### config.mk
export PLATFORM = sky130hd
export DESIGN_NAME = cnt_obi_regs
export DESIGN_NICKNAME = d
export VERILOG_FILES = /design/src/rtl/cnt_obi_regs.sv
export SDC_FILE = /design/constraint.sdc
export NUM_CORES = 1
export LEC_CHECK = 0
export ABC_CLOCK_PERIOD_IN_PS = 2800
export CAP_MARGIN = 5
export CORE_ASPECT_RATIO = 0.9
export CORE_MARGIN = 3
export CORE_UTILIZATION = 49
export DETAILED_ROUTE_END_ITERATION = 16
export GPL_ROUTABILITY_DRIVEN = 1
export PLACE_DENSITY = 0.85
export SLEW_MARGIN = 10
export SYNTH_ARGS = -nofsm -noshare
export SYNTH_HDL_FRONTEND = slang
export SYNTH_SLANG_ARGS = --single-unit
### constraint.sdc
create_clock -name clk_i -period 2.8 [get_ports clk_i]
set_input_delay 0.28 -clock clk_i [delete_from_list [all_inputs] [get_ports clk_i]]
set_output_delay 0.28 -clock clk_i [all_outputs]
set_load 0.01 [all_outputs]
### src/rtl/cnt_obi_regs.sv
// Free-running up-counter with threshold wrap and a 4-register OBI window; level terminal-count interrupt.
// Latency: rvalid/rdata one cycle after gnt. Backpressure: none, gnt = req every cycle.
package cnt_obi_pkg;

    typedef struct packed {
        logic        req;
        logic        we;
        logic [3:0]  be;
        logic [31:0] addr;
        logic [31:0] wdata;
    } obi_req_t;

    typedef struct packed {
        logic        gnt;
        logic        rvalid;
        logic [31:0] rdata;
    } obi_resp_t;

endpackage

module cnt_obi_regs
    import cnt_obi_pkg::*;
#(
    parameter int unsigned CNT_W = 32
) (
    input  logic             clk_i,
    input  logic             rst_ni,
    input  obi_req_t         bus_req_i,
    output obi_resp_t        bus_rsp_o,
    output logic             tc_int_o,
    output logic [CNT_W-1:0] cnt_value_o
);

    typedef enum logic [1:0] {
        REG_CTRL   = 2'd0,
        REG_THRESH = 2'd1,
        REG_VALUE  = 2'd2,
        REG_STATUS = 2'd3
    } reg_sel_e;

    logic             en_q, en_d;
    logic             ie_q, ie_d;
    logic             tc_q, tc_d;
    logic [CNT_W-1:0] thresh_q, thresh_d;
    logic [CNT_W-1:0] value_q, value_d;
    logic             rvalid_q, rvalid_d;
    logic [31:0]      rdata_q, rdata_d;

    logic             wr_en;
    logic             rd_en;
    reg_sel_e         sel;
    logic             clr;
    logic             terminal;
    logic             tc_set;
    logic [31:0]      rd_mux;
    logic             unused_addr_bits;

    function automatic logic [31:0] be_merge(input logic [31:0] old_v,
                                             input logic [31:0] new_v,
                                             input logic [3:0]  be);
        logic [31:0] res;
        for (int b = 0; b < 4; b++) begin
            res[b*8 +: 8] = be[b] ? new_v[b*8 +: 8] : old_v[b*8 +: 8];
        end
        return res;
    endfunction

    assign wr_en            = bus_req_i.req & bus_req_i.we;
    assign rd_en            = bus_req_i.req & ~bus_req_i.we;
    assign sel              = reg_sel_e'(bus_req_i.addr[3:2]);
    assign terminal         = en_q && (value_q == thresh_q);
    assign unused_addr_bits = ^{bus_req_i.addr[31:4], bus_req_i.addr[1:0]};

    always_comb begin
        rd_mux = 32'd0;
        unique case (sel)
            REG_CTRL:   rd_mux = {29'd0, ie_q, 1'b0, en_q};
            REG_THRESH: rd_mux = 32'(thresh_q);
            REG_VALUE:  rd_mux = 32'(value_q);
            REG_STATUS: rd_mux = {31'd0, tc_q};
            default:    rd_mux = 32'd0;
        endcase
    end

    always_comb begin
        en_d     = en_q;
        ie_d     = ie_q;
        thresh_d = thresh_q;
        value_d  = value_q;
        tc_d     = tc_q;
        clr      = 1'b0;
        tc_set   = 1'b0;

        if (wr_en && sel == REG_CTRL && bus_req_i.be[0]) begin
            en_d = bus_req_i.wdata[0];
            clr  = bus_req_i.wdata[1];
            ie_d = bus_req_i.wdata[2];
        end

        if (wr_en && sel == REG_THRESH) begin
            thresh_d = CNT_W'(be_merge(32'(thresh_q), bus_req_i.wdata, bus_req_i.be));
        end

        // Bus write beats CLR beats counting; TC only fires when the count step is taken.
        if (wr_en && sel == REG_VALUE) begin
            value_d = CNT_W'(be_merge(32'(value_q), bus_req_i.wdata, bus_req_i.be));
        end else if (clr) begin
            value_d = '0;
        end else if (en_q) begin
            value_d = terminal ? '0 : value_q + CNT_W'(1);
            tc_set  = terminal;
        end

        if (wr_en && sel == REG_STATUS && bus_req_i.be[0] && bus_req_i.wdata[0]) begin
            tc_d = 1'b0;
        end
        if (tc_set) begin
            tc_d = 1'b1;
        end

        rvalid_d = bus_req_i.req;
        rdata_d  = rd_en ? rd_mux : 32'd0;
    end

    always_ff @(posedge clk_i or negedge rst_ni) begin
        if (!rst_ni) begin
            en_q     <= 1'b0;
            ie_q     <= 1'b0;
            tc_q     <= 1'b0;
            thresh_q <= '0;
            value_q  <= '0;
            rvalid_q <= 1'b0;
            rdata_q  <= 32'd0;
        end else begin
            en_q     <= en_d;
            ie_q     <= ie_d;
            tc_q     <= tc_d;
            thresh_q <= thresh_d;
            value_q  <= value_d;
            rvalid_q <= rvalid_d;
            rdata_q  <= rdata_d;
        end
    end

    assign bus_rsp_o.gnt    = bus_req_i.req;
    assign bus_rsp_o.rvalid = rvalid_q;
    assign bus_rsp_o.rdata  = rdata_q;
    assign tc_int_o         = tc_q & ie_q;
    assign cnt_value_o      = value_q;

endmodule

After elaboration in Yosys (flattened, before gate mapping)
Index checks and enable logic that the tools add are counted.
{"block": "word_totals", "out_inout_bits": 67, "register_bits": 100}
{"block": "classes", "add_sub_neg": 1, "bitwise": 4, "reduce_logical": 19, "n_eq_ne": 8, "mux": 16}
{"op": "32-bit 2-to-1 mux", "count": 5}
{"op": "32-bit case mux with 4 select lines", "count": 1}
{"op": "32-bit by 1-bit adder with 32-bit output, second input constant", "count": 1}
{"op": "32-bit equality test", "count": 1}
{"op": "8-bit 2-to-1 mux", "count": 4}
{"op": "2-bit AND reduction", "count": 8}
{"op": "1-bit logical AND", "count": 8}
{"op": "2-bit != test, second input constant", "count": 4}
{"op": "1-bit 2-to-1 mux", "count": 6}
{"op": "2-bit equality test, second input constant", "count": 2}
{"op": "1-bit bitwise AND", "count": 3}
{"op": "3-bit nonzero test", "count": 1}
{"op": "2-bit by 1-bit equality test with 1-bit output, second input constant", "count": 1}
{"op": "2-bit zero test", "count": 1}
{"op": "2-bit nonzero test", "count": 1}
{"op": "1-bit NOT", "count": 1}

Logic depth before layout (Yosys ltp)
Gate-level depths: netlist (run 1).
{"block": "depth", "ltp_word": 7, "depth_mapped": 9, "ltp_nobuf": 7}

Worst setup path before layout (run 1)
Ideal clock, no wire load.
{"block": "synth_timing", "kind": "reg-to-reg", "from": "reg value_q[3] (netlist: cnt_value_o[3])", "to": "reg value_q[2] (netlist: cnt_value_o[2])", "arrival_time_ps": 1954, "setup_slack_ps": 720, "path_stages_with_launch": 10, "synth_period_minus_slack_ps": 2080, "cell_sequence": "dfrtp_1 -> buf_2 -> xnor2_1 -> nand4_1 -> nor4_4 -> a31o_4 -> buf_6 -> buf_6 -> nor4_1 -> a221o_1"}
{"block": "synth_between", "elab_chain_len": 6}
{"element": "from (decl)", "line": "45", "text": "logic [CNT_W-1:0] value_q, value_d;"}
{"element": "from (signal assigned)", "line": "139", "text": "value_q <= value_d;"}
{"element": "32-bit equality test", "line": "71", "text": "assign terminal = en_q && (value_q == thresh_q);"}
{"element": "1-bit logical AND", "line": "71"}
{"element": "32-bit 2-to-1 mux", "line": "110", "text": "value_d = terminal ? '0 : value_q + CNT_W'(1);"}
{"element": "32-bit 2-to-1 mux", "line": "109", "text": "end else if (en_q) begin"}
{"element": "32-bit 2-to-1 mux", "line": "107", "text": "end else if (clr) begin"}
{"element": "32-bit 2-to-1 mux", "line": "105", "text": "if (wr_en && sel == REG_VALUE) begin"}
Every way passes these cells. The select of a mux whose other input is x is not followed.
A chain may end at the register's enable or synchronous reset.

Worst setup path in the final report (run 1)
{"block": "layout_timing", "from": "reg value_q[26] (netlist: cnt_value_o[26])", "to": "reg value_q[7] (netlist: cnt_value_o[7])"}
Same word-level chain as after synthesis.

==> results of run 1 <==
## metrics by stage
stage | hold slack [ns] | instance area (sq um)
final | 0.454 | 6840
after global routing | 0.502 | 6840
after CTS | 0.471 | 6840
after detailed placement | 0.286 | 6520
after global placement | 0.283 | 6520
after floorplan | -0.0156 | 5260
## worst max-delay path by stage
stage | to | slack, ns | cells past startpoint
2_1_floorplan | cnt_value_o[2] | 0.72 | 9
3_3_place_gp | cnt_value_o[11] | 0.36 | 7
3_5_place_dp | cnt_value_o[11] | 0.27 | 7
4_1_cts | cnt_value_o[7] | 0.32 | 6
5_1_grt | cnt_value_o[7] | 0.19 | 6
6_report | cnt_value_o[7] | 0.19 | 6
## sequential cells by signal (all words and copies together) (netlist names)
signal / count
cnt_value_o: 32
rdata_q: 32
thresh_q: 32
en_q: 1
ie_q: 1
rvalid_q: 1
tc_q: 1
## per-layer routing
metal | GRT usage, % | vias to the layer above
li1 | - | 2138
met1 | 35.5 | 2284
met2 | 40.4 | 304
met3 | 5.88 | 44
met4 | 8.55 | 0
met5 | 0 | -
## cells in the final DEF (no fill, tap or decap), types with 4 or more instances in the layout
| cell | instances |
|---|---|
| a21o_1 | 5 |
| a21oi_1 | 19 |
| a221o_1 | 5 |
| a22o_1 | 6 |
| a22oi_1 | 34 |
| and3_1 | 19 |
| buf_4 | 26 |
| clkbuf_16 | 9 |
| clkdlybuf4s50_1 | 107 |
| dfrtp_1 | 100 |
| inv_1 | 19 |
| mux2_2 | 31 |
| nand2_1 | 29 |
| nand3_1 | 22 |
| nand4_1 | 16 |
| nor2_1 | 52 |
| nor2b_1 | 5 |
| nor3_1 | 5 |
| nor4_1 | 5 |
| o211ai_1 | 7 |
| o21ai_0 | 10 |
| o22ai_1 | 12 |
| o2bb2ai_1 | 4 |
| o31a_1 | 5 |
| o31ai_1 | 6 |
| or4_1 | 6 |
| xnor2_1 | 22 |
## power groups by stage
stage	Clock, mW	Sequential, mW	Combinational (mW)
2_1_floorplan	0	2.13	0.967
3_3_place_gp	0	2.21	1.68
3_5_place_dp	0	2.24	1.71
4_1_cts	1.33	2.21	1.73
5_1_grt	1.40	2.28	1.86
6_report	1.32	2.24	1.74
## logic make-up after synthesis
logic type | after synthesis | synth area share [%]
AND/OR/NAND/NOR | 176 | 17.5
AO/OA/AOI/OAI | 126 | 17.3
flip-flops | 100 | 47.5
buffers and inverters | 59 | 5.16
multiplexers | 37 | 8.08
XOR/XNOR | 25 | 4.16
adder cells (fa/ha/maj) | 1 | 0.238
## timing repair
action                    CTS  global route
hold buffers                1             0
hold endpoints to repair   37             0
setup buffers               0             0
## layout make-up
type	instances	area, sq um
sequential	100	2500
clock inverter	6	88.8
tap	129	161
clock buffer	10	229
multi-input combinational	365	2490
timing repair buffer	135	1300
inverter	19	71.3
fill	789	3530
==> flow_metrics.tcl, run 1 <==
set metrics [dict create \
    num-nets-final 703 \
    start_kind "flop" \
    grt_pass1_vias 4786 \
    synth_nets 597 \
    antenna_left 0 \
    start_util_pct 50.7 \
    seqPwrFrac_pct 42.2 \
    cts_max_level 3 \
    async_flop_share_pct 100 \
    crit_buf_inv 0 \
    first_pass_iters 6 \
    pwr-share-clk_pct 24.9 \
    gr-total-overflow 0 \
    yosysWarnings 0 \
    cts.sinks 100 \
    cp_cell_sequence "xnor2_1 > nand4_1 > nor4_4 > a31o_4 > nor2_1 > a221o_1" \
    fin_setup_tns_ns 0 \
    share_comb_of_total_power_pct 32.9 \
    worst_path_max_delay_cell "dfrtp_1" \
    cts_resized 0 \
    p_sw_mw 1.84 \
    cp.required_ns 3.03 \
    die_w_um 115 \
    leakage_nw 2.80 \
    ys_top_cells_by_area "dfrtp_1, mux2_2, a22oi_1, nor2_1, xnor2_1" \
    layout_min_cycle_time_ns 2.61 \
    tightest_slew_ns 0.808 \
    yosys_register_bits 100 \
    synth_cell_types 58 \
    io_buffers 108 \
    yosysTopAreaCellShare_pct 47.5 \
    routedWlPerCell_um 20.1 \
    rsz0062_at_grt "false" \
    synth-edff-count 0 \
    syn2layout_area_growth_pct 30.0 \
    wl_met1_mm 6.22 \
    place_inst 747 \
    finalSetupViolations 0 \
    fin_ws_ns 0.194 \
    antenna_found_initial 0 \
    synth_ff_type "dfrtp_1" \
    route.met3.wl_mm 1.47 \
    finalMaxSlewViolations 0 \
    drive_gt1_share_pct 13.4 \
    vias 4770 \
    drt_first_iter_violations 415 \
    grt_util_all_layers_pct 25.9 \
    utilization_pct 65.9 \
    power.total_mw 5.30 \
    yosysMostFrequentCell "dfrtp_1" \
    cts_buffers 9 \
    clockBufferDepth 2 \
    worstHoldPathType "input port to asynchronous set/reset pin" \
    synthCells 524 \
    vias_per_cell 6.24 \
    routed.top_layer "met4" \
    clock_latency_ns 0.34 \
    place_hpwl_mm 10.8 \
    synth_area_per_cell_sq_um 10.0 \
    hold_viol 0 \
    r2r-start "cnt_value_o[26]" \
    status "finished, final reports clean" \
    power_density_nw_per_um2 774 \
    yosys.area.top_type "dfrtp_1" \
    ff2ff_setup_slack_ns 0.19 \
    fp.dieH_um 104 \
    yosysSeqAreaShare_pct 47.5 \
    routed_wl_mm 15.3 \
    reg2reg_depth 6 \
    skew_ns 0.00576 \
    rows 35 \
    final_cells 764 \
    worst_r2r_endpoint "cnt_value_o[7]" \
    place.gp.congestion 0.939 \
    drv_cap 0 \
    max_freq_mhz 384 \
    slew_headroom_pct 46.2 \
    critical_path.startpoint "cnt_value_o[26]" \
    wl_met2_mm 7.27 \
    grt_max_degree 64 \
    core-area_sq_um 10400 \
    path_max_fanout 32 \
    route.detailed.drc 0 \
    cts_tree "done" \
    end_kind "flop" \
    grt_pass1_wl_mm 24.6 \
    crit_family "compound AO/OA/AOI/OAI gates" \
    io_pins 139 \
    dp_slack_ns 0.271 \
    dieArea_sq_um 12000 \
    cts.clk_slew.worst_paths_ns 0.07 \
    synth_commonest_cells "dfrtp_1, nor2_1, a22oi_1" \
    num_antenna_cells 0 \
    finalCritPeriodShare_pct 93.1 \
    root_buffer "clkbuf_16" \
    critPathArrivalTime_ns 2.83 \
    crit_path_max_incr_delay_ns 0.46 \
    worstSetupPathType "flop to flop" \
    synth_area_sq_um 5260 \
    p_sw_share_pct 34.8 \
    intPower_mw 3.46 \
    ir_drop_v 0.000534 \
]
No activity file was read; power rests on OpenSTA's default activity.
==> run 2: changes to the inputs <==
--- a/config.mk
+++ b/config.mk
@@ -17,3 +17,4 @@
 export SYNTH_ARGS = -nofsm -noshare
 export SYNTH_HDL_FRONTEND = slang
 export SYNTH_SLANG_ARGS = --single-unit
+export TNS_END_PERCENT = 50
==> results of run 2 <==
Same layout as run 1: the final DEF is identical, and so are final timing and power.
